===== config.mk =====
export PLATFORM = sky130hd
export DESIGN_NAME = prog_loader
export DESIGN_NICKNAME = d
export VERILOG_FILES = /design/src/rtl/prog_loader_pkg.sv /design/src/rtl/prog_loader_word_asm.sv /design/src/rtl/prog_loader.sv
export SDC_FILE = /design/constraint.sdc
export NUM_CORES = 1
export LEC_CHECK = 0
export ABC_AREA = 1
export BUFFER_PORTS_ARGS = -buffer_cell sky130_fd_sc_hd__buf_2
export CORE_MARGIN = 4
export CORE_UTILIZATION = 55
export DETAILED_ROUTE_END_ITERATION = 8
export GPL_ROUTABILITY_DRIVEN = 0
export PLACE_DENSITY = 0.76
export SYNTH_ARGS = -nofsm -noshare
export SYNTH_HDL_FRONTEND = slang
export SYNTH_HIERARCHICAL = 1
export SYNTH_SLANG_ARGS = --single-unit

===== constraint.sdc =====
create_clock -name clk -period 6.2 [get_ports clk]
set_input_delay 1.24 -clock clk [delete_from_list [all_inputs] [get_ports clk]]
set_output_delay 1.24 -clock clk [all_outputs]
set_load 0.05 [all_outputs]

===== src/rtl/prog_loader_pkg.sv =====
// Shared constants for the program loader: state encodings, frame marker and
// the instruction-memory base address (must equal the core's PC reset value).
package prog_loader_pkg;

  localparam logic [31:0] LD_BASE_ADDR   = 32'h0000_1000;
  localparam int unsigned LD_DEPTH_WORDS = 1024;
  localparam logic [7:0]  LD_MAGIC       = 8'hA5;
  localparam int unsigned LD_CNT_W       = 16;

  typedef enum logic [2:0] {
    ST_IDLE   = 3'd0,
    ST_LEN_LO = 3'd1,
    ST_LEN_HI = 3'd2,
    ST_DATA   = 3'd3,
    ST_CSUM   = 3'd4,
    ST_DONE   = 3'd5,
    ST_ERR    = 3'd6
  } state_t;

  // Running frame checksum: plain XOR over the length and data bytes.
  function automatic logic [7:0] csum_next(input logic [7:0] acc, input logic [7:0] b);
    return acc ^ b;
  endfunction

endpackage


===== src/rtl/prog_loader_word_asm.sv =====
// Assembles little-endian 32-bit words from a byte stream; word_valid pulses
// the cycle after the fourth byte of each word.
module prog_loader_word_asm (
  input  logic        clk,
  input  logic        rst,
  input  logic        clr,
  input  logic [7:0]  byte_in,
  input  logic        strobe,
  output logic        word_valid,
  output logic [31:0] word,
  output logic        lane_last
);

  logic [1:0]  lane_r;
  logic [23:0] shift_r;
  logic        word_valid_r;
  logic [31:0] word_r;

  // Lane counter, byte shift register and the registered word/strobe pair.
  always_ff @(posedge clk or posedge rst) begin
    if (rst) begin
      lane_r       <= 2'd0;
      shift_r      <= 24'd0;
      word_valid_r <= 1'b0;
      word_r       <= 32'd0;
    end else if (clr) begin
      lane_r       <= 2'd0;
      shift_r      <= 24'd0;
      word_valid_r <= 1'b0;
    end else begin
      word_valid_r <= 1'b0;
      if (strobe) begin
        shift_r <= {byte_in, shift_r[23:8]};
        lane_r  <= lane_r + 2'd1;
        if (lane_r == 2'd3) begin
          word_valid_r <= 1'b1;
          word_r       <= {byte_in, shift_r};
        end
      end
    end
  end

  assign word_valid = word_valid_r;
  assign word       = word_r;
  assign lane_last  = (lane_r == 2'd3);

endmodule


===== src/rtl/prog_loader.sv =====
// Byte-stream program loader: parses MAGIC/LEN/DATA/CSUM frames, writes the
// instruction memory and holds the core in reset until a verified image is in.
module prog_loader
  import prog_loader_pkg::*;
#(
  parameter logic [31:0] BASE_ADDR   = LD_BASE_ADDR,
  parameter int unsigned DEPTH_WORDS = LD_DEPTH_WORDS,
  parameter logic [7:0]  MAGIC       = LD_MAGIC,
  parameter int unsigned CNT_W       = LD_CNT_W
) (
  input  logic        clk,
  input  logic        rst,
  input  logic [7:0]  rx_data,
  input  logic        rx_valid,
  output logic        rx_ready,
  output logic        imem_we,
  output logic [31:0] imem_addr,
  output logic [31:0] imem_wdata,
  output logic        cpu_rst,
  output logic        busy,
  output logic        done,
  output logic        err
);

  localparam logic [CNT_W-1:0] DEPTH_C = CNT_W'(DEPTH_WORDS);
  localparam logic [CNT_W-1:0] ONE_C   = CNT_W'(1);
  localparam int unsigned      PAD_W   = 32 - CNT_W - 2;

  state_t            state_r, state_next_s;
  logic              hs_s, is_magic_s, frame_start_s, data_hs_s, lane_last_s;
  logic [CNT_W-1:0]  len_r, len_s, word_idx_r;
  logic [7:0]        csum_r;
  logic [31:0]       addr_r;
  logic              rx_ready_r, cpu_rst_r, busy_r, done_r, err_r;

  assign hs_s          = rx_valid & rx_ready_r;
  assign is_magic_s    = (rx_data == MAGIC);
  assign len_s         = CNT_W'({rx_data, len_r[7:0]});
  assign data_hs_s     = hs_s && (state_r == ST_DATA);
  assign frame_start_s = hs_s && is_magic_s &&
                         ((state_r == ST_IDLE) || (state_r == ST_DONE) || (state_r == ST_ERR));

  prog_loader_word_asm u_word_asm (
    .clk        (clk),
    .rst        (rst),
    .clr        (frame_start_s),
    .byte_in    (rx_data),
    .strobe     (data_hs_s),
    .word_valid (imem_we),
    .word       (imem_wdata),
    .lane_last  (lane_last_s)
  );

  // Next-state decode; every branch holds state unless a byte is consumed.
  always_comb begin
    state_next_s = state_r;
    case (state_r)
      ST_IDLE, ST_DONE, ST_ERR: begin
        if (frame_start_s) state_next_s = ST_LEN_LO;
        else               state_next_s = state_r;
      end
      ST_LEN_LO: begin
        if (hs_s) state_next_s = ST_LEN_HI;
        else      state_next_s = state_r;
      end
      ST_LEN_HI: begin
        if (!hs_s)                    state_next_s = state_r;
        else if (len_s > DEPTH_C)     state_next_s = ST_ERR;
        else if (len_s == '0)         state_next_s = ST_CSUM;
        else                          state_next_s = ST_DATA;
      end
      ST_DATA: begin
        if (data_hs_s && lane_last_s && (word_idx_r == (len_r - ONE_C))) state_next_s = ST_CSUM;
        else                                                            state_next_s = state_r;
      end
      ST_CSUM: begin
        if (!hs_s)                     state_next_s = state_r;
        else if (rx_data == csum_r)    state_next_s = ST_DONE;
        else                           state_next_s = ST_ERR;
      end
      default: state_next_s = ST_IDLE;
    endcase
  end

  // State register and status flags, all derived from the next state.
  always_ff @(posedge clk or posedge rst) begin
    if (rst) begin
      state_r    <= ST_IDLE;
      rx_ready_r <= 1'b0;
      cpu_rst_r  <= 1'b1;
      busy_r     <= 1'b0;
      done_r     <= 1'b0;
      err_r      <= 1'b0;
    end else begin
      state_r    <= state_next_s;
      rx_ready_r <= 1'b1;
      cpu_rst_r  <= (state_next_s != ST_DONE);
      busy_r     <= (state_next_s == ST_LEN_LO) || (state_next_s == ST_LEN_HI) ||
                    (state_next_s == ST_DATA)   || (state_next_s == ST_CSUM);
      done_r     <= (state_next_s == ST_DONE);
      err_r      <= (state_next_s == ST_ERR);
    end
  end

  // Frame datapath: length capture, checksum, word index and write address.
  always_ff @(posedge clk or posedge rst) begin
    if (rst) begin
      len_r      <= '0;
      csum_r     <= 8'd0;
      word_idx_r <= '0;
      addr_r     <= BASE_ADDR;
    end else if (frame_start_s) begin
      len_r      <= '0;
      csum_r     <= 8'd0;
      word_idx_r <= '0;
    end else if (hs_s) begin
      case (state_r)
        ST_LEN_LO: begin
          len_r[7:0] <= rx_data;
          csum_r     <= csum_next(csum_r, rx_data);
        end
        ST_LEN_HI: begin
          len_r  <= len_s;
          csum_r <= csum_next(csum_r, rx_data);
        end
        ST_DATA: begin
          csum_r <= csum_next(csum_r, rx_data);
          if (lane_last_s) begin
            addr_r     <= BASE_ADDR + {{PAD_W{1'b0}}, word_idx_r, 2'b00};
            word_idx_r <= word_idx_r + ONE_C;
          end
        end
        default: begin
          csum_r <= csum_r;
        end
      endcase
    end
  end

  assign rx_ready  = rx_ready_r;
  assign imem_addr = addr_r;
  assign cpu_rst   = cpu_rst_r;
  assign busy      = busy_r;
  assign done      = done_r;
  assign err       = err_r;

endmodule

-- After elaboration in Yosys (flattened, before gate mapping)
Index checks and enable logic that the tools add are counted.
- $add $sub $neg: 4
- $lt $le $gt $ge: 1
- equal/unequal tests: 17
- multiplexer cells: 27
- bitwise gates (word level): 3
- reduce and logical (&&, ||, !) cells: 27
- operator list (kind ; count):
    two-way mux 16 bit ; 6
    two-way mux 24 bit ; 2
    two-way mux 8 bit ; 5
    two-way mux 3 bit ; 7
    adder 13 x 18 -> 19 bit, first input constant ; 1
    == test 3 bit, second input constant ; 6
    adder 16 x 1 -> 16 bit, second input constant ; 1
    == test 16 bit ; 1
    greater-than comparator 16 x 11 -> 1 bit, second input constant ; 1
    zero test 16 bit ; 1
    subtractor 16 x 1 -> 16 bit, second input constant ; 1
    case mux 3 bit (5 select lines) ; 1
    nonzero test 2 bit ; 7
    == test 3 x 2 -> 1 bit, second input constant ; 4
    == test 8 bit ; 1
    == test 8 bit, second input constant ; 1
    XOR 8 bit ; 1
    == test 3 x 1 -> 1 bit, second input constant ; 2
    two-way mux 2 bit ; 3
    AND reduction 2 bit ; 3
    AND reduction 3 bit ; 2
    OR reduction 3 bit ; 2
    logical AND 1 bit ; 5
    logical OR 1 bit ; 5
    other kinds (8) ; 10
- register bits after elaboration: 139
- input port bits: 11
- output and inout port bits: 70
- logic and storage cells: 94

-- Longest topological paths before layout
- depth in word-level cells: 10
- mapped depth: 18
- mapped depth without buffers: 18

-- Modules after synthesis
The synthesis kept the hierarchy.
- by module, submodules not included (module ; instances ; cells an instance ; area an instance (µm²) ; sequential area each (µm²)):
    prog_loader ; 1 ; 519 ; 3908.7 ; 1629.1
    prog_loader_word_asm ; 1 ; 261 ; 2842.7 ; 1476.4

-- Worst setup path before layout
Ideal clock, no wire load.
- path type: input to register
- start point: input port rx_data[1]
- end point: register u_word_asm.lane_r[1]
- setup time: 0.116 ns
- arrival: 2.521 ns
- required time: 6.084 ns
- slack: 3.563 ns
- stages on the path: 10
- path through: buf_2 -> nor4_1 -> nand3b_1 -> buf_4 -> inv_1 -> inv_2 -> buf_6 -> buf_6 -> nand3_2 -> nand2_1
- longest elaborated chain between the ends: 4
- elaborated cells between the ends (all ways): 5
- those cells by class: eq/ne (1); mux (1); reduce/logical (3)
- RTL lines (what ; line ; RTL):
    start, declared ; prog_loader.sv:13 ; input logic [7:0] rx_data,
    == test 8 bit (*) ; prog_loader.sv:37 ; assign is_magic_s = (rx_data == MAGIC);
    logical AND 1 bit (*) (2 in series) ; prog_loader.sv:40 ; assign frame_start_s = hs_s && is_magic_s &&
    net frame_start_s ; prog_loader.sv:30 ; logic hs_s, is_magic_s, frame_start_s, data_hs_s, lane_last_s;
    two-way mux 2 bit or nonzero test 2 bit (tied branches) ; n/a ;
    end signal, assigned ; prog_loader_word_asm.sv:34 ; lane_r <= lane_r + 2'd1;
    end, declared ; prog_loader_word_asm.sv:14 ; logic [1:0] lane_r;
Mark *: on every way through the listed nets, which the timed path passes. The rest lies on a longest branch.
A chain may end at the register's enable or synchronous reset.

-- Final worst setup path
- start point: input port rx_valid
- end point: register u_word_asm.word_r[25] (netlist: u_word_asm/word[25])
- longest elaborated chain between the ends: 5
- elaborated cells between the ends (all ways): 6
- those cells by class: bitwise (2); reduce/logical (4)
- RTL lines (what ; line ; RTL):
    start, declared ; prog_loader.sv:14 ; input logic rx_valid,
    AND 1 bit ; prog_loader.sv:36 ; assign hs_s = rx_valid & rx_ready_r;
    logical AND 1 bit (2 in series) ; prog_loader.sv:40 ;
    net frame_start_s ; prog_loader.sv:30 ;
    NOT 1 bit (no line) ; n/a ;
    AND reduction 3 bit (no line) ; n/a ;
    end signal, assigned ; prog_loader_word_asm.sv:37 ; word_r <= {byte_in, shift_r};
    end, declared ; prog_loader_word_asm.sv:17 ; logic [31:0] word_r;
The timed path passes the listed nets, and every way through them passes these cells.

==> flow_summary_export.csv <==
group,metric,value,unit
critical_path,cp_num_buf_inv,4,
clock_tree,cts_sinks,124,
power_and_ir_drop,vdd_drop_max,0.299,mV
timing,worst_slack,2.49,ns
placement,pre_cts_ws,2.04,ns
critical_path,crit_type,"in2reg",
timing,min_period,3.71,ns
placement,placed_area,6990,sq um
yosys,syn_inst,780,
grt,grt_pass1_wl,24700,um
yosys,synth_cell_types,43,
timing,finalSetupViolCount,0,
cells_and_area,diodes,0,
cells_and_area,fin_cells,995,
power_and_ir_drop,pwr-share-clk,0.354,
placement,dpl.hpwl,10000,um
worst_hold_path,min_path_type,"reg2reg",
yosys,synth_warnings,6,
grt,grt_max_degree,66,
route,first_iter_violations,386,
power_and_ir_drop,power.total,3.00,mW
route,vias_per_cell,5.43,
grt,grt-ovfl-total,0,
floorplan,die_h,119,um
cells_and_area,utilization,0.635,
critical_path,path_cells,"buf_2 -> nand2_1 -> nor4_1 -> nand3b_1 -> inv_1 -> inv_2 -> buf_4 -> nand3_4 -> nand2_4 -> nand2_2",
route,drc,0,
critical_path,start_kind,"primary input",
floorplan,io-pin-count,81,
clock_tree,clk_latency,0.42,ns
floorplan,initial_core_util,0.562,
floorplan,die_width,119,um
route,met3RoutedLength,743,um
power_and_ir_drop,comb_power_share,0.261,
critical_path,slowest_stage,"nand3_4",
floorplan,rows,40,
critical_path,worst_ep_required_time,6.51,ns
grt,grt_pass1_vias,5128,
power_and_ir_drop,p_int,1.93,mW
power_and_ir_drop,switchingPower,1.07,mW
clock_tree,cts_resized,0,
yosys,yosysSeqAreaShare,0.460,
route,vias,5398,
route,routed-wl-met2,7120,um
clock_tree,ctsHoldBuffers,0,
timing,worst_clock_skew,0.00944,ns
timing,timing.hold.ws,0.467,ns
clock_tree,clockRootBuffer,"clkbuf_16",
power_and_ir_drop,sequentialPowerShare,0.385,
cells_and_area,area_delta_synth_final,13.0,%
cells_and_area,fin_nets,850,
clock_tree,cts_made_buffers,17,
timing,worst_slew_pin_slew,0.930,ns
floorplan,fp.coreArea,12000,sq um
clock_tree,path_clk_slew,0.06,ns
cells_and_area,layout-drive-gt1-share,0.261,
route,routed_wl,14700,um
timing,tns,0,ns
placement,dp_cells,963,
clock_tree,cts_tree,"done",
timing,max_freq,0.269,GHz
route,antenna_left,0,
placement,io_buffers,65,
clock_tree,clock_path_buffers,2,
critical_path,cp.arrival,4.03,ns
clock_tree,htreeDepth,4,
flow_run,maxCapViolCount,0,
cells_and_area,fill_cells,949,
route,dr.pass1.iters,5,
floorplan,dieArea,14100,sq um
critical_path,critPathMaxStageDelay,0.83,ns
route,wl_per_cell,14.7,um
yosys,synth-seq-cells,124,
cells_and_area,final_area,7630,sq um
power_and_ir_drop,p_leak,4.01,nW
critical_path,crit_family,"simple AND/OR/NAND/NOR gates",
timing,slew_violations,0,
power_and_ir_drop,powerDensity,394,nW/um^2
timing,hold_violations,0,
yosys,post_synth.cell_area_avg,8.66,sq um
outcome,status,"completed",
grt,grt_use_total,0.216,
timing,post-route-period-util,0.599,
grt,antenna_found_initial,0,
critical_path,setup.worst_path.end_class,"flip-flop",
timing,slew_headroom,0.380,
route,routed.top_layer,"met4",
route,wl_met1,6520,um
power_and_ir_drop,p_sw_frac,0.357,
clock_tree,cts_setup_buffers,0,
timing,rsz0062_at_grt,"no",
yosys,syn_area,6750,sq um
critical_path,crit_fanout,59,
-- final cells by class --
cell class              count  area (sq um)  share of cell area
flip-flops and latches    124          3110               0.407
multi-input cells         557          3090               0.405
well taps                 147           184              0.0241
clock inverters            15           210              0.0276
clock buffers              17           425              0.0558
repair buffers             71           370              0.0486
inverters                  64           240              0.0315
-- worst min-delay path, stage by stage, from the launching register on --
cell and delay (ns):
dfstp_2 0.36, nand2_1 0.05, nand2_1 0.05
-- worst paths after layout --
check / endpoint / start / slack [ns] / depth (start not counted)
setup / recovery: u_word_asm/word[25]$_DFFE_PP0P_ / rx_valid / 2.49 / 10
hold / removal: imem_addr[12]$_DFFE_PP1P_ / imem_addr[12]$_DFFE_PP1P_ / 0.47 / 2
hold reg to reg: imem_addr[12]$_DFFE_PP1P_ / imem_addr[12]$_DFFE_PP1P_ / 0.47 / 2
setup reg to reg: u_word_asm/word[25]$_DFFE_PP0P_ / state_r[1]$_DFF_PP0_ / 2.83 / 11
min in group asynchronous: u_word_asm/word[4]$_DFFE_PP0P_ / rst / 1.03 / 3
max in group asynchronous: csum_r[7]$_DFFE_PP0P_ / rst / 4.59 / 3
-- kinds of logic after synthesis --
family          share of synthesized area
other cells                       0.00111
fa+ha+maj                         0.00741
flops                               0.460
mux                                0.0100
xor+xnor                           0.0285
simple gates                        0.351
buf+inv                            0.0912
compound gates                     0.0512
-- flip-flops by register name (all words and copies together) (netlist names) --
register and cells:
u_word_asm/shift_r 24, len_r 16, busy 1, done 1, u_word_asm/word 32, cpu_rst 1, csum_r 8, rx_ready 1
u_word_asm/lane_r 2, err 1, imem_addr 17, u_word_asm/word_valid 1, word_idx_r 16, state_r 3
-- metal layers --
| layer | vias up | GRT usage |
|---|---|---|
| met2 | 157 | 0.339 |
| met5 | - | 0 |
| met3 | 26 | 0.0550 |
| li1 | 2606 | - |
| met4 | 0 | 0.0818 |
| met1 | 2609 | 0.289 |
-- power groups by stage --
stage               combinational [mW]  sequential (mW)  clock, mW
floorplan                        0.600             1.17          0
global placement                 0.741             1.15          0
detailed placement               0.773             1.16          0
CTS                              0.783             1.15       1.08
global route                     0.887             1.17       1.12
finish                           0.784             1.16       1.06
-- placed cells by master, fill, tap and decap left out, types with 10 or more instances in the layout --
master     netlist  layout
o21ai_0         40      40
xor2_1          12      12
dfrtp_1        122     122
clkbuf_16        0      17
nand3_2         12      12
xnor2_1         10      10
buf_2           15      65
inv_2            8      10
inv_1           56      54
nand2_2         36      36
conb_1           2      16
nand3_1         57      57
nand2_1        201     201
nand2_4         30      30
nand4_1         38      38
nor2_1          47      46
-- synth_stat cells (all sizes together) --
cell	count	area, sq um
nand4	38	238
o21ai	45	236
inv	64	240
clkbuf	5	18.8
o221ai	1	8.76
o2111ai	1	8.76
nand3b	2	15.0
nand2	267	1320
a21oi	4	35.0
nor3	7	45.0
ha	4	50.1
nor3b	1	12.5
xnor2	10	87.6
mux2	6	67.6
nor4	3	18.8
xor2	12	105
dfstp	2	52.6
nand3	70	423
dfrtp	122	3050
conb	2	7.51
a31oi	1	6.26
o22ai	8	50.1
nor2	60	292
buf	44	357
or2	1	6.26
Note: power is estimated with default switching activity, not from simulation.
